$ cat config.mk
export PLATFORM = sky130hd
export DESIGN_NAME = seq_signed_divider
export DESIGN_NICKNAME = d
export VERILOG_FILES = /design/src/rtl/div_pkg.sv /design/src/rtl/div_restore_step.sv /design/src/rtl/seq_signed_divider.sv
export SDC_FILE = /design/constraint.sdc
export NUM_CORES = 1
export LEC_CHECK = 0
export ABC_AREA = 0
export CAP_MARGIN = 20
export CORE_ASPECT_RATIO = 1.1
export CORE_MARGIN = 2
export CORE_UTILIZATION = 45
export DETAILED_ROUTE_END_ITERATION = 8
export PLACE_DENSITY = 0.66
export SETUP_SLACK_MARGIN = 0.4
export SYNTH_ARGS = -nofsm -noshare
export SYNTH_HDL_FRONTEND = slang
export SYNTH_HIERARCHICAL = 1
export SYNTH_SLANG_ARGS = --single-unit
export TNS_END_PERCENT = 100
$ cat constraint.sdc
create_clock -name clk -period 14.34 [get_ports clk]
set_clock_uncertainty 0.1 [all_clocks]
set_input_delay 2.868 -clock clk [delete_from_list [all_inputs] [get_ports clk]]
set_output_delay 2.868 -clock clk [all_outputs]
set_load 0.03 [all_outputs]
$ cat src/rtl/div_pkg.sv
`default_nettype none
// +--------------------------------------------------------------------------+
// | Module      : div_pkg                                                    |
// | Description : Shared types and constants for the sequential signed      |
// |               divider: FSM state encoding and default operand width.     |
// |               Optional feature macro used by the divider:                |
// |               SEQ_DIVIDER_DBZ_FLAG_EN (divide-by-zero fast path + flag). |
// | Revision    : 1.0 - initial release                                      |
// +--------------------------------------------------------------------------+
package div_pkg;

  // Default operand/result width of the divider.
  localparam int DIV_WIDTH_DEFAULT = 64;

  // Divider control states.
  typedef enum logic [1:0] {
    IDLE   = 2'd0,  // waiting for an operand pair
    DIVIDE = 2'd1,  // one restoring step per cycle
    FIXUP  = 2'd2,  // apply result signs
    DONE   = 2'd3   // result presented, waiting for consumer
  } div_state_t;

endpackage : div_pkg
`default_nettype wire

$ cat src/rtl/div_restore_step.sv
`default_nettype none
// +--------------------------------------------------------------------------+
// | Module      : div_restore_step                                           |
// | Description : One combinational restoring-division step on unsigned      |
// |               magnitudes. Shifts {rem,quo} left by one, trial-subtracts  |
// |               the divisor magnitude and keeps or restores the result.    |
// | Ports       : rem         - partial remainder (WIDTH)                    |
// |               quo         - partial quotient / remaining dividend bits   |
// |               abs_divisor - divisor magnitude (WIDTH+1)                  |
// |               rem_next    - updated partial remainder                    |
// |               quo_next    - updated quotient, new bit in LSB             |
// | Revision    : 1.0 - initial release                                      |
// +--------------------------------------------------------------------------+
module div_restore_step
  import div_pkg::*;
#(
  parameter int WIDTH = DIV_WIDTH_DEFAULT
) (
  input  logic [WIDTH-1:0] rem,
  input  logic [WIDTH-1:0] quo,
  input  logic [WIDTH:0]   abs_divisor,
  output logic [WIDTH-1:0] rem_next,
  output logic [WIDTH-1:0] quo_next
);

  logic [WIDTH:0]   w_rem_sh;
  logic [WIDTH-1:0] w_diff;
  logic             w_fits;

  // Bring the next dividend bit into the partial remainder.
  assign w_rem_sh = {rem, quo[WIDTH-1]};

  // Non-negative trial difference <=> shifted remainder >= divisor.
  assign w_fits = (w_rem_sh >= abs_divisor);

  // When the subtraction succeeds the true difference is below the divisor
  // magnitude (at most 2^(WIDTH-1)), so WIDTH-bit arithmetic is exact.
  assign w_diff = w_rem_sh[WIDTH-1:0] - abs_divisor[WIDTH-1:0];

  // On restore the shifted remainder is below the divisor, so its top bit is 0.
  assign rem_next = w_fits ? w_diff : w_rem_sh[WIDTH-1:0];
  assign quo_next = {quo[WIDTH-2:0], w_fits};

endmodule : div_restore_step
`default_nettype wire

$ cat src/rtl/seq_signed_divider.sv
`default_nettype none
// +--------------------------------------------------------------------------+
// | Module      : seq_signed_divider                                         |
// | Description : Sequential signed two's-complement divider, one restoring  |
// |               step per clock. Truncates toward zero; remainder carries   |
// |               the dividend's sign. MIN/-1 wraps to MIN rem 0; divisor 0  |
// |               gives quotient -1 and remainder = dividend.                |
// | Ports       : clk, rst (async, active-high)                              |
// |               in_valid/in_ready, dividend, divisor  - operand handshake  |
// |               out_valid/out_ready, quotient, remainder - result handshake|
// |               div_by_zero (only with SEQ_DIVIDER_DBZ_FLAG_EN)            |
// | Macro       : SEQ_DIVIDER_DBZ_FLAG_EN - adds div_by_zero flag and lets a |
// |               zero divisor bypass DIVIDE/FIXUP (IDLE -> DONE).           |
// | Revision    : 1.0 - initial release                                      |
// +--------------------------------------------------------------------------+
module seq_signed_divider
  import div_pkg::*;
#(
  parameter int WIDTH = DIV_WIDTH_DEFAULT
) (
  input  logic             clk,
  input  logic             rst,
  input  logic             in_valid,
  output logic             in_ready,
  input  logic [WIDTH-1:0] dividend,
  input  logic [WIDTH-1:0] divisor,
  output logic             out_valid,
  input  logic             out_ready,
  output logic [WIDTH-1:0] quotient,
  output logic [WIDTH-1:0] remainder
`ifdef SEQ_DIVIDER_DBZ_FLAG_EN
  ,
  output logic             div_by_zero
`endif
);

  localparam int CNT_W = $clog2(WIDTH);

  div_state_t       r_state;
  logic             r_in_ready;
  logic             r_out_valid;
  logic [WIDTH-1:0] r_quotient;
  logic [WIDTH-1:0] r_remainder;
  logic [CNT_W-1:0] r_count;
  logic [WIDTH-1:0] r_rem;
  logic [WIDTH-1:0] r_quo;
  logic [WIDTH:0]   r_abs_dvs;
  logic             r_dvd_neg;
  logic             r_dvs_neg;
  logic             r_dvs_zero;
`ifdef SEQ_DIVIDER_DBZ_FLAG_EN
  logic             r_div_by_zero;
`endif

  logic             w_dvd_neg;
  logic             w_dvs_neg;
  logic             w_dvs_zero;
  logic [WIDTH:0]   w_dvd_ext;
  logic [WIDTH:0]   w_dvs_ext;
  logic [WIDTH-1:0] w_abs_dvd;
  logic [WIDTH:0]   w_abs_dvs;
  logic [WIDTH-1:0] w_rem_next;
  logic [WIDTH-1:0] w_quo_next;

  // Magnitudes are formed in WIDTH+1 bits so the most-negative operand is
  // exact. |dividend| never exceeds 2^(WIDTH-1), so it fits WIDTH unsigned bits.
  assign w_dvd_neg  = dividend[WIDTH-1];
  assign w_dvs_neg  = divisor[WIDTH-1];
  assign w_dvs_zero = (divisor == '0);
  assign w_dvd_ext  = {dividend[WIDTH-1], dividend};
  assign w_dvs_ext  = {divisor[WIDTH-1], divisor};
  assign w_abs_dvd  = w_dvd_neg ? WIDTH'(-w_dvd_ext) : w_dvd_ext[WIDTH-1:0];
  assign w_abs_dvs  = w_dvs_neg ? -w_dvs_ext : w_dvs_ext;

  div_restore_step #(
    .WIDTH       (WIDTH)
  ) u_step (
    .rem         (r_rem),
    .quo         (r_quo),
    .abs_divisor (r_abs_dvs),
    .rem_next    (w_rem_next),
    .quo_next    (w_quo_next)
  );

  always_ff @(posedge clk or posedge rst) begin
    if (rst) begin
      r_state       <= IDLE;
      r_in_ready    <= 1'b1;
      r_out_valid   <= 1'b0;
      r_quotient    <= '0;
      r_remainder   <= '0;
      r_count       <= '0;
      r_rem         <= '0;
      r_quo         <= '0;
      r_abs_dvs     <= '0;
      r_dvd_neg     <= 1'b0;
      r_dvs_neg     <= 1'b0;
      r_dvs_zero    <= 1'b0;
`ifdef SEQ_DIVIDER_DBZ_FLAG_EN
      r_div_by_zero <= 1'b0;
`endif
    end else begin
      case (r_state)
        IDLE: begin
          // in_ready is high exactly in IDLE, so in_valid alone marks a transfer.
          if (in_valid) begin
            r_rem      <= '0;
            r_quo      <= w_abs_dvd;
            r_abs_dvs  <= w_abs_dvs;
            r_dvd_neg  <= w_dvd_neg;
            r_dvs_neg  <= w_dvs_neg;
            r_dvs_zero <= w_dvs_zero;
            r_count    <= CNT_W'(WIDTH - 1);
            r_in_ready <= 1'b0;
`ifdef SEQ_DIVIDER_DBZ_FLAG_EN
            if (w_dvs_zero) begin
              // Result is known immediately; skip the iterative path.
              r_quotient    <= '1;
              r_remainder   <= dividend;
              r_div_by_zero <= 1'b1;
              r_out_valid   <= 1'b1;
              r_state       <= DONE;
            end else begin
              r_state <= DIVIDE;
            end
`else
            r_state <= DIVIDE;
`endif
          end
        end

        DIVIDE: begin
          r_rem <= w_rem_next;
          r_quo <= w_quo_next;
          if (r_count == '0) begin
            r_state <= FIXUP;
          end else begin
            r_count <= r_count - 1'b1;
          end
        end

        FIXUP: begin
          // A zero divisor yields all-ones magnitude; keep it as -1 regardless
          // of the dividend sign. MIN/-1 wraps naturally through the negation.
          if ((r_dvd_neg ^ r_dvs_neg) && !r_dvs_zero) begin
            r_quotient <= -r_quo;
          end else begin
            r_quotient <= r_quo;
          end
          r_remainder <= r_dvd_neg ? -r_rem : r_rem;
          r_out_valid <= 1'b1;
          r_state     <= DONE;
        end

        DONE: begin
          if (out_ready) begin
            r_out_valid   <= 1'b0;
            r_in_ready    <= 1'b1;
`ifdef SEQ_DIVIDER_DBZ_FLAG_EN
            r_div_by_zero <= 1'b0;
`endif
            r_state       <= IDLE;
          end
        end

        default: begin
          r_state     <= IDLE;
          r_in_ready  <= 1'b1;
          r_out_valid <= 1'b0;
        end
      endcase
    end
  end

  assign in_ready  = r_in_ready;
  assign out_valid = r_out_valid;
  assign quotient  = r_quotient;
  assign remainder = r_remainder;
`ifdef SEQ_DIVIDER_DBZ_FLAG_EN
  assign div_by_zero = r_div_by_zero;
`endif

endmodule : seq_signed_divider
`default_nettype wire

==> impl_results.md <==
* Status: finished, final reports clean
* Net count reported at finish at 3153
* Initial antenna violation count at 0
* Prevailing post-synth register cell: dfrtp_1
* Distinct cells, synth at 90
* Reg clk slew, reported paths at approximately 0.060 ns
* CP Data Arrival Time at 5.78 ns
* Final WL at roughly 78000 um
* Area of the mapped netlist at about 24000 sq um
* Bufs on Longest Clock Path at 3
* Final Hold Fails at 0
* Critical Path Start Type: input pin
* Worst IR drop on VDD at around 160 uV
* 1st-iter DRT viols at roughly 1500
* Post-Place Setup Slack at between 8 and 9 ns
* Synth-to-layout area growth at 16.3%
* Worst Setup End Kind: register
* Row count at 88
* Ant. Diodes at 0
* HP Class: reg -> reg
* Core ar. at around 52000 sq um
* Switching Fraction at between 50 and 60%
* TritonRoute pass-1 iters at 5
* Number of global-route vias before repair at between 20000 and 25000
* GRT Residual Overflow at 0
* Gpl congestion at roughly 0.97
* Final setup violation count at 0
* Clock power share at between 10 and 15%
* Synthesized flop and latch total at 334
* # clock sinks at between 300 and 400
* Total CTS buffers at 41
* RSZ-0062 raised after global routing: no
* FFs w/ async S/R, synth at between 90% and 100%
* Critical Path Fanout Max at 11
* Worst-skew pair later-pin latency at 0.60 ns
* Critical path type: in -> reg
* Register area share after synthesis at a little over a third
* Max Freq at 184 MHz
* Comb power frac at approximately 62%
* Chip width at 223 um
* Post-CTS setup buffer count at 0
* Power, Total at 0.00805 W
* Fill count at just under 5000
* Largest net degree at the start of global routing at about 130
* Synth top area cells: dfrtp_1 35%, xor2_1 7.7%, a21oi_1 7.0%
* Syn. warnings at 6
* Die area at between 50000 and 60000 sq um
* Overall routing resource usage at between 20% and 30%
* Synth Area per Inst at roughly 8.3 sq um
* Drt wl/cell at 21.3 um
* Min Tclk post-route at approximately 5.4 ns
* Switch Pwr at between 0.004 and 0.005 W
* Final worst slack at around 8.9 ns
* H-tree lvl count at 2
* Vias at about 22000
* Post-synth top cells: 334 x a21oi_1, 333 x dfrtp_1, 288 x nor2_1, 231 x nand2_1, 208 x xor2_1
* Syn nets at about 3000
* Slew margin rel. at 27.9%
* Initial Util at 45.5%
* CTS Hold Bufs at 0
* Via density at 5.99
* Share of cells above drive strength 1 at under 10%
* PortBufs at about 260
* Cell with the most instances after synthesis: a21oi_1
* Worst EP required at approximately 15 ns
* Post-synthesis instance total at between 2000 and 3000
* Setup TNS at 0 ns
* TritonCTS clock tree: built
* Fin. max-slew vios at 0
* Root buffer cell: clkbuf_16
* DP HPWL at slightly below 60000 um
* Cells resized by post-CTS repair at 0
* Top-area cell type share of the netlist area at between 30% and 40%
* DRC viols at 0
* Max cap viols at 0
* EDFF count, synth at 0
* Die Ht at ~250 um
* Leak Pwr at approximately 11 nW
* Cell Int Power at 0.00398 W
* I/O Pins at around 260
* Final period util at 37.9%
* Slew at the pin with the worst max-slew slack at 1.08 ns
* Seq pwr share at 24.2%
* Largest area contributor in the synthesized netlist: dfrtp_1
* Post-route ant nets at 0
* First-pass GRT wire length at about 120000 um
* Pwr Density at approximately 290 nW/um^2
## sequential cells by signal, summed over array words and instances, names as in the netlist, 2 cells and up
register / cells
r_state: 2
quotient: 64
r_quo: 64
r_rem: 64
remainder: 64
r_abs_dvs: 65
r_count: 6
## kinds of logic (layout without fill, tap and decap cells)
family          after synthesis  in the layout  synth area share [%]
xor+xnor                    297            297                  10.9
mux                          24             24                  1.05
fa+ha+maj                    77             77                  4.08
flops                       334            334                  35.1
simple gates                873            873                  18.4
compound gates              903            903                  23.7
buf+inv                     345            468                  6.70
## power by group through the flow
stage	logic (W)	registers [W]	clock network [W]
after floorplan	0.00341	0.00212	0
after detailed placement	0.00498	0.00196	0
final	0.00502	0.00195	0.00108
after CTS	0.00501	0.00195	0.00110
after global routing	0.00550	0.00201	0.00113
after global placement	0.00491	0.00195	0
## routing by layer
| layer | routed length, um | global-route usage, % | part of all wire, % | vias up |
|---|---|---|---|---|
| li1 | - | - | - | 10400 |
| met1 | 29900 | 32.1 | 38 | 10600 |
| met2 | 40200 | 51.0 | 52 | 693 |
| met3 | 3330 | 3.40 | 4.3 | 194 |
| met4 | 4380 | 15.1 | 5.6 | 0 |
| met5 | 0 | 0 | 0 | - |
## worst max-delay path, cell delays in order
cell and delay [ns]:
clkdlybuf4s50_1 0.47, nor4_2 0.50, nand4_1 0.54, nand4b_2 0.59
o41ai_1 0.50, xor2_1 0.21, a21oi_1 0.09
## path summary, 6_finish.rpt
path / start / endpoint / slack (ns) / cells past startpoint
hold reg to reg: r_abs_dvs[8] / r_abs_dvs[8] / 0.38 / 2
hold / removal: r_abs_dvs[8] / r_abs_dvs[8] / 0.38 / 2
max in group asynchronous: rst / r_quo[33] / 9.57 / 4
min in group asynchronous: rst / remainder[24] / 2.69 / 2
setup / recovery: dividend[4] / r_quo[60] / 8.90 / 7
setup reg to reg: r_abs_dvs[27] / r_rem[39] / 10.09 / 11
## stage by stage
step                      area, sq um  hold WS, ns  instances  util, %
after detailed placement        26300        0.374       3575     50.2
after floorplan                 23800        0.343       2853        -
final                           27700        0.381       3651     52.9
after global placement          26300        0.367       3575     50.2
after CTS                       27600        0.388       3650     52.8
after global routing            27700        0.402       3651     52.9
## area by class of cell
class / count / area, sq um / area share [%]
timing repair buffer: 280 / 2760 / 9.97
clock inverter: 18 / 236 / 0.855
multi-input combinational: 2174 / 13900 / 50.2
sequential: 334 / 8360 / 30.2
tap: 675 / 845 / 3.05
clock buffer: 57 / 1150 / 4.14
inverter: 113 / 434 / 1.57
## placed cells by master (no fill, tap or decap), types with 62 or more instances in the layout
cell type | netlist | routed
o21ai_0 | 200 | 200
o31ai_1 | 62 | 62
nor2_1 | 288 | 287
a22o_1 | 62 | 62
clkdlybuf4s50_1 | 0 | 259
a21oi_1 | 334 | 334
inv_1 | 111 | 110
dfrtp_1 | 333 | 332
ha_1 | 76 | 74
nand2_1 | 231 | 230
xnor2_1 | 89 | 89
xor2_1 | 208 | 208
Power figures use the tool's default switching activity.
